`src/rtl/sub_arbiter.sv`:
```
// Two-requester round-robin arbiter in front of one shared |a-b| subtractor.
// Optional SUB_ARBITER_STATS_EN builds an 8-bit completed-operation counter.
module sub_arbiter #(
    parameter int unsigned N = 4
) (
    input  logic         clk,
    input  logic         rst,
    input  logic         req0,
    input  logic         req1,
    input  logic [N-1:0] a0,
    input  logic [N-1:0] b0,
    input  logic [N-1:0] a1,
    input  logic [N-1:0] b1,
    output logic         gnt0,
    output logic         gnt1,
    output logic         done0,
    output logic         done1,
    output logic [N-1:0] difference,
    output logic         flagN,
    output logic         flagC,
    output logic         flagZ,
    output logic         busy,
    output logic [7:0]   op_count
);

    typedef enum logic [1:0] {StIdle, StExec, StDone} state_e;

    state_e       state_q, state_d;
    logic         owner_q, owner_d;
    logic         last_q, last_d;
    logic [N-1:0] a_q, a_d, b_q, b_d;
    logic [N-1:0] diff_q, diff_d;
    logic         flag_n_q, flag_n_d, flag_c_q, flag_c_d, flag_z_q, flag_z_d;

    always_comb begin
        state_d  = state_q;
        owner_d  = owner_q;
        last_d   = last_q;
        a_d      = a_q;
        b_d      = b_q;
        diff_d   = diff_q;
        flag_n_d = flag_n_q;
        flag_c_d = flag_c_q;
        flag_z_d = flag_z_q;
        unique case (state_q)
            StIdle: begin
                if (req0 || req1) begin
                    // Contention goes to whoever was not served last; a lone request always wins.
                    owner_d = (req0 && req1) ? ~last_q : req1;
                    a_d     = owner_d ? a1 : a0;
                    b_d     = owner_d ? b1 : b0;
                    state_d = StExec;
                end
            end
            StExec: begin
                diff_d   = (a_q >= b_q) ? (a_q - b_q) : (b_q - a_q);
                flag_n_d = (a_q < b_q);
                flag_c_d = (a_q >= b_q);
                flag_z_d = (a_q == b_q);
                state_d  = StDone;
            end
            StDone: begin
                last_d  = owner_q;
                state_d = StIdle;
            end
            default: state_d = StIdle;
        endcase
    end

    always_ff @(posedge clk) begin
        if (rst) begin
            state_q  <= StIdle;
            owner_q  <= 1'b0;
            last_q   <= 1'b1;
            a_q      <= '0;
            b_q      <= '0;
            diff_q   <= '0;
            flag_n_q <= 1'b0;
            flag_c_q <= 1'b0;
            flag_z_q <= 1'b0;
        end else begin
            state_q  <= state_d;
            owner_q  <= owner_d;
            last_q   <= last_d;
            a_q      <= a_d;
            b_q      <= b_d;
            diff_q   <= diff_d;
            flag_n_q <= flag_n_d;
            flag_c_q <= flag_c_d;
            flag_z_q <= flag_z_d;
        end
    end

`ifdef SUB_ARBITER_STATS_EN
    logic [7:0] count_q;

    always_ff @(posedge clk) begin
        if (rst) begin
            count_q <= 8'd0;
        end else if (state_q == StDone) begin
            count_q <= count_q + 8'd1;
        end
    end

    assign op_count = count_q;
`else
    assign op_count = 8'd0;
`endif

    assign busy       = (state_q != StIdle);
    assign gnt0       = busy && !owner_q;
    assign gnt1       = busy && owner_q;
    assign done0      = (state_q == StDone) && !owner_q;
    assign done1      = (state_q == StDone) && owner_q;
    assign difference = diff_q;
    assign flagN      = flag_n_q;
    assign flagC      = flag_c_q;
    assign flagZ      = flag_z_q;

endmodule
```
`config.mk`:
```
export PLATFORM = sky130hd
export DESIGN_NAME = sub_arbiter
export DESIGN_NICKNAME = d
export VERILOG_FILES = /design/src/rtl/sub_arbiter.sv
export SDC_FILE = /design/constraint.sdc
export NUM_CORES = 1
export LEC_CHECK = 0
export ABC_AREA = 1
export ABC_CLOCK_PERIOD_IN_PS = 1760
export CAP_MARGIN = 40
export CORE_MARGIN = 2
export CORE_UTILIZATION = 40
export DETAILED_ROUTE_END_ITERATION = 7
export DONT_BUFFER_PORTS = 1
export PLACE_DENSITY = 0.54
export SYNTH_ARGS = -nofsm -noshare
export SYNTH_HDL_FRONTEND = slang
export SYNTH_SLANG_ARGS = --single-unit
```
`constraint.sdc`:
```
create_clock -name clk -period 1.76 [get_ports clk]
set_input_delay 0.352 -clock clk [delete_from_list [all_inputs] [get_ports clk]]
set_output_delay 0.352 -clock clk [all_outputs]
set_load 0.02 [all_outputs]
```
==> results of run 1 <==
## power by group through the flow
stage / sequential, W / clock [W] / combinational [W]
detailed placement: 0.000544 / 0 / 0.000423
finish: 0.000534 / 0.000230 / 0.000424
floorplan: 0.000534 / 0 / 0.000395
global placement: 0.000542 / 0 / 0.000421
global route: 0.000542 / 0.000252 / 0.000488
CTS: 0.000534 / 0.000236 / 0.000425
## cells in the final DEF, fill, tap and decap left out, drive strengths merged
master,n
nand3,8
clkinv,2
ha,7
nand2,38
buf,1
nor2,13
dfxtp,19
inv,21
fa,2
xnor2,2
a21oi,10
clkbuf,4
a31oi,9
o21ai,14
conb,8
## cell families (layout without fill, tap and decap cells)
| kind of cell | Yosys count | in the layout | share of synthesized area (%) |
|---|---|---|---|
| AO/OA/AOI/OAI | 33 | 33 | 15.6 |
| XOR/XNOR | 2 | 2 | 1.48 |
| adder cells (fa/ha/maj) | 9 | 9 | 10.8 |
| buffers and inverters | 36 | 28 | 16.1 |
| flip-flops | 19 | 19 | 32.2 |
| other | 1 | 8 | 0.317 |
| AND/OR/NAND/NOR | 59 | 59 | 23.6 |
## sequential cells by signal, summed over array words and instances (netlist names)
signal      flops
state_q         2
last_q          1
flagN           1
flagC           1
difference      4
a_q             4
flagZ           1
owner_q         1
b_q             4
## worst min-delay path by stage
stage                     cells past startpoint       endpoint  slack, ns    from
after floorplan                               2         last_q       0.44  last_q
after global placement                        1  difference[3]       0.42     rst
after detailed placement                      1  difference[3]       0.42     rst
after CTS                                     1  difference[3]       0.08     rst
after global routing                          1  difference[3]       0.08     rst
final                                         1  difference[3]       0.09     rst
## worst max-delay path, cell delays in order (launching register included)
cell and delay, ns:
dfxtp_1 0.39, inv_2 0.05, nand2_2 0.16, inv_1 0.10, nor2_1 0.31
## metal layers
metal,vias up,routed length [microns],GRT usage (%)
met1,403,1080,19.7
li1,488,-,-
met5,-,0,0
met4,0,19,3.99
met3,4,166,3.08
met2,34,909,20.7
## through the flow
stage	power [W]	hold WS, ns	instance area (sq um)	util (%)
4_1_cts	0.00119	0.0795	1180	42.3
5_1_grt	0.00128	0.0752	1180	42.5
6_report	0.00119	0.0884	1180	42.5
3_3_place_gp	0.000963	0.417	1150	41.4
2_1_floorplan	0.000929	0.442	1210	-
3_5_place_dp	0.000967	0.417	1150	41.4
## what timing repair did
| item | in CTS | in global routing |
|---|---|---|
| endpoints found under the setup margin | 0 | 4 |
| gates resized for setup | 0 | 2 |
| buffers inserted | 0 | 0 |
## cell type report
type,instances,area (sq um),share of cell area [%]
inverter,23,86.3,7.31
sequential,19,382,32.3
multi-input combinational,111,641,54.2
timing repair buffer,1,7.51,0.636
clock buffer,4,26.3,2.22
tap,31,38.8,3.28
==> impl_results.md, run 1 <==
- Die Width: 58.4 microns
- Non-filler cells, final: 189
- Final setup vio count: 0
- Max-slew violations: 0
- Crit-path max FO: 3
- Pint: 0.000718 W
- Num CTS Buffers: 3
- Mapped Avg Cell Area: 7.44 sq um
- Layout Nets: 188
- Count of final hold-check violations: 0
- Worst Reg-to-Reg Cells: 10
- Average wire per standard cell: ~12 microns
- Top_reg_cell synth: dfxtp_1
- Clk slew on worst S/H paths: 0.11 ns
- Final Routed Wirelength: 2.18 mm
- Die Y: 58.4 microns
- Vias per cell: 4.92
- Sw Share: 39.6%
- Max Cap Viol: 0
- Flop pwr share: approximately 45%
- Layout cell share with drive strength beyond 1: 14.6%
- Post-Syn Instances: 159
- Clk_skew: 0.00634 ns
- Placed insts: 185
- Async SR Flop Fraction: 0%
- Pre-CTS setup slack: 0.102 ns
- Warnings from Yosys: 0
- Row cnt: 19
- Hold-fix buffers at CTS: 0
- Worst setup EP type: output port
- Worst min path class: input pin to register
- Final ANT Viol Nets: 0
- Post-synth cell types: 22
- Pwr Density: between 1000 and 1500 nW/um^2
- Number of synthesized flops with an enable pin: 0
- Crit path DAT: about 1.3 ns
- Fmax: 0.605 GHz
- Critical Path Start Type: register
- CP required: 1.41 ns
- Worst Setup SP: state_q[1]
- Max IR drop VDD: slightly above 0.5 mV
- Antenna violations before repair: 0
- CTS tree: yes
- Number of top-level pins: 40
- Placer congestion estimate: 0.895
- Total core area: 2780 sq um
- Clock network fraction of design power: 19.4%
- Lkg Pwr: 0.534 nW
- Vias in the first global route: 850
- Synth top area cells: dfxtp_1 32%, nand2_1 10%, ha_1 7.4%
- Overall Global Routing Usage: 13.8%
- Yosys top cell area share: between 30% and 40%
- Worst r2r src: a_q[0]
- Most instantiated library cell after synthesis: nand2_1
- Die area: approximately 3400 sq um
- Synth cell count leaders: 33 x nand2_1, 19 x dfxtp_1, 17 x inv_1, 11 x nor2_1, 10 x o21ai_0
- NetSw: 0.000470 W
- N_diodes: 0
- Grt ovf: 0
- Worst-Skew Late Latency: 0.30 ns
- Initial core utilization: 42.5%
- Period utilisation layout: 94.0%
- R2r setup slk: 0.18 ns
- Clock Path Buffers: 2
- Global-route wire length before repair: between 3 and 4 mm
- Outcome: completed
- DRC viols: 0
- Drt first pass iters: 4
- HPWL after DPL: 1.69 mm
- Layout Area Growth over Synthesis: -0.106%
- H-Tree Depth: 1
- #FFs+latches synth: 19
- Critical path endpoint: gnt0
- Leading area contributor after synthesis: dfxtp_1
- Layout filler cell count: 305
- Iter 0 DRT Violations: 14
- Comb pwr share: 35.7%
- Sum of negative setup slack: 0 ns
- CP Class: register to output port
- # port buffers: 0
- Reg-to-Reg End: difference[1]
- Cell Area, Synth: around 1200 sq um
- Fin crit period: 1.65 ns
- Vias: 929
- Unrepaired setup endpoints after global routing: false
- Sinks on Clock Net: 19
- Setup WS post-layout: 0.106 ns
- Largest net degree at the start of global routing: 18
- Seq/Total Area, Yosys: 32.2%
- CTS root buf: clkbuf_4
(Power assumes the default switching activity.)
==> run 2: changes to the inputs <==
--- a/config.mk
+++ b/config.mk
@@ -13,6 +13,7 @@
 export DETAILED_ROUTE_END_ITERATION = 7
 export DONT_BUFFER_PORTS = 1
 export PLACE_DENSITY = 0.54
+export SLEW_MARGIN = 20
 export SYNTH_ARGS = -nofsm -noshare
 export SYNTH_HDL_FRONTEND = slang
 export SYNTH_SLANG_ARGS = --single-unit
==> results of run 2 <==
No change in the layout: final DEF, timing and power equal those of run 1.
==> run 3: changes to the inputs <==
--- a/config.mk
+++ b/config.mk
@@ -7,11 +7,13 @@
 export LEC_CHECK = 0
 export ABC_AREA = 1
 export ABC_CLOCK_PERIOD_IN_PS = 1760
-export CAP_MARGIN = 40
+export CAP_MARGIN = 20
 export CORE_MARGIN = 2
 export CORE_UTILIZATION = 40
+export CTS_BUF_LIST = sky130_fd_sc_hd__clkbuf_8
 export DETAILED_ROUTE_END_ITERATION = 7
 export DONT_BUFFER_PORTS = 1
+export GPL_TIMING_DRIVEN = 0
 export PLACE_DENSITY = 0.54
 export SLEW_MARGIN = 20
 export SYNTH_ARGS = -nofsm -noshare
==> run 3 against run 2 <==
- design area increased by 9.7%
- largest power group unchanged
- highest routed layer unchanged
- worst setup slack improved by 0.048 ns
- register-to-register slack worse by 0.03 ns
- worst hold slack better by 0.16 ns
- first-iteration DRC count rose by 7.1%
- non-clock buffer count grew 12
- global-route usage fell by 0.20 points
- via count up 0.65%
- largest cell class unchanged
==> impl_results.md, run 3 (synthesis results as in run 1) <==
- CP required: 1.95 ns (+0.54 ns)
- Largest net degree at the start of global routing: 11 (-7)
- Lkg Pwr: 0.610 nW (+14%)
- H-Tree Depth: 1 (unchanged)
- Num CTS Buffers: 3 (unchanged)
- Total core area: 2780 sq um (unchanged)
- Period utilisation layout: 91.2% (-2.7 points)
- Placed cell areas: 1250 sq um (+8.4%)
- Layout Area Growth over Synthesis: 9.63%
- Worst min path class: input pin to register
- Worst Reg-to-Reg Cells: 10 (unchanged)
- HPWL after DPL: 1.82 mm (+7.7%)
- Layout cell share with drive strength beyond 1: 20.6% (+6.0 points)
- Max IR drop VDD: 0.635 mV (+24%)
- Final core utilization: 46.6% (+4.1 points)
- Max-slew violations: 0 (unchanged)
- Fin crit period: 1.61 ns (-0.0483 ns)
- Die area: 3410 sq um (unchanged)
- Count of final hold-check violations: 0 (unchanged)
- Fin area: 1300 sq um (+9.7%)
- Flop pwr share: 41.5% (-3.5 points)
- Hold Path Depth: 2 (+1)
- # port buffers: 0 (unchanged)
- N_diodes: 0 (unchanged)
- Unrepaired setup endpoints after global routing: false
- Largest stage delay on the critical path: 0.37 ns (-0.02 ns)
- Slowest CP cell: fa_2
- Worst r2r src: a_q[0]
- CTS root buf: clkbuf_8
- DRC viols: 0 (unchanged)
- CP cell instances: inv_1 -> ha_1 -> fa_2 -> inv_1 -> nand3_1 -> nand2_2 -> nor2_4 -> nand3_2 -> nand3_2 -> a21oi_2
- Vias in the first global route: 837 (-1.5%)
- Comb pwr share: 35.7% (about the same)
- Clk slew on worst S/H paths: 0.07 ns (-0.04 ns)
- Most common cell after layout, fill and taps aside: nand2_1
- NetSw: 0.000475 W (+1.0%)
- Average wire per standard cell: 11.0 microns (-4.7%)
- Global-route wire length before repair: 3.62 mm (-3.8%)
- Pwr Density: 993 nW/um^2 (-1.3%)
- Pint: 0.000812 W (+13%)
- Antenna violations before repair: 0 (unchanged)
- Hold_sp: a1[0]
- Worst Setup SP: a_q[0]
- Row cnt: 19 (unchanged)
- Total power draw: 0.00129 W (+8.3%)
- Layout Nets: 200 (+6.4%)
- Sum of negative setup slack: 0 ns (unchanged)
- CTS tree: yes
- Final ANT Viol Nets: 0 (unchanged)
- Initial core utilization: 42.5% (unchanged)
- Sinks on Clock Net: 19 (unchanged)
- Most frequent cells in the layout: 33 x nand2_1, 18 x inv_1, 18 x dfxtp_1
- Crit-path max FO: 3 (unchanged)
- Critical Path Start Type: register
- Drt first pass iters: 4 (unchanged)
- Vias: 935 (+0.65%)
- Vias per cell: 4.65 (-5.4%)
- Clock Path Buffers: 2 (unchanged)
- Grt ovf: 0 (unchanged)
- Crit path max-delay family: adder cells
- Die Y: 58.4 microns (unchanged)
- Die Width: 58.4 microns (unchanged)
- Crit path depth: 10 (+6)
- Final Routed Wirelength: 2.21 mm (+1.4%)
- Sw Share: 36.9% (-2.7 points)
- Fmax: 0.623 GHz (+3.0%)
- CP Class: register to register
- Crit path DAT: 1.80 ns (+0.50 ns)
- Iter 0 DRT Violations: 15 (+1)
- Final setup vio count: 0 (unchanged)
- Max Cap Viol: 0 (unchanged)
- Clk_skew: 0.00188 ns (-0.00446 ns)
- Placer congestion estimate: 0.825 (-7.9%)
- Number of top-level pins: 40 (unchanged)
- Overall Global Routing Usage: 13.6% (-0.20 points)
- Worst Path Buf+Inv: 2 (unchanged)
- Postcts setup bufs: 0 (unchanged)
- Worst-Skew Late Latency: 0.25 ns (-0.05 ns)
- Outcome: completed
- Clock network fraction of design power: 22.9% (+3.5 points)
- Worst setup EP type: register
==> run 3: cell count changes in the layout (fill, tap and decap cells not counted) <==
cell / change
buf_4: +7
buf_6: +3
clkbuf_4: -3
clkbuf_8: +3
buf_2: +2
clkbuf_1: -1
inv_1: +1
==> run 3: stage by stage <==
stage | hold slack, ns | std cells | setup slack (ns)
finish | 0.249 | 201 | 0.155
global route | 0.252 | 201 | 0.0224
CTS | 0.244 | 201 | 0.0552
detailed placement | 0.487 | 197 | 0.0716
global placement | 0.473 | 197 | 0.0839
floorplan | 0.442 | 166 | 0.215
==> run 3: layout make-up <==
| type | count | area [sq um] |
|---|---|---|
| multi-input cells | 111 | 641 |
| inverters | 23 | 86.3 |
| well taps | 31 | 38.8 |
| clock inverters | 1 | 3.75 |
| clock buffers | 3 | 41.3 |
| fillers | 283 | 1490 |
| plain buffers | 13 | 104 |
| flip-flops and latches | 19 | 382 |
==> run 3: path summary, 6_finish.rpt <==
check,end,slack [ns]
worst min-delay path,a_q[0],0.25
worst max register to register,difference[3],0.15
worst min register to register,last_q,0.50
worst max-delay path,difference[3],0.15
==> run 3: repair_timing <==
item,4_1_cts,5_1_grt
hold buffers,0,0
setup endpoints to repair,0,4
resized for setup,0,2
==> run 3: power groups by stage <==
stage / sequential (W) / combinational, W / clock, W
2_1_floorplan: 0.000534 / 0.000395 / 0
4_1_cts: 0.000533 / 0.000460 / 0.000307
6_report: 0.000534 / 0.000459 / 0.000294
5_1_grt: 0.000539 / 0.000519 / 0.000320
3_3_place_gp: 0.000542 / 0.000455 / 0
3_5_place_dp: 0.000543 / 0.000458 / 0
==> run 3: routing by layer <==
metal | vias up | GRT usage (%) | part of all wire, %
li1 | 510 | - | -
met1 | 393 | 17.5 | 47
met2 | 30 | 22.2 | 45
met3 | 2 | 5.05 | 7.3
met4 | 0 | 1.99 | 0.32
met5 | - | 0 | 0
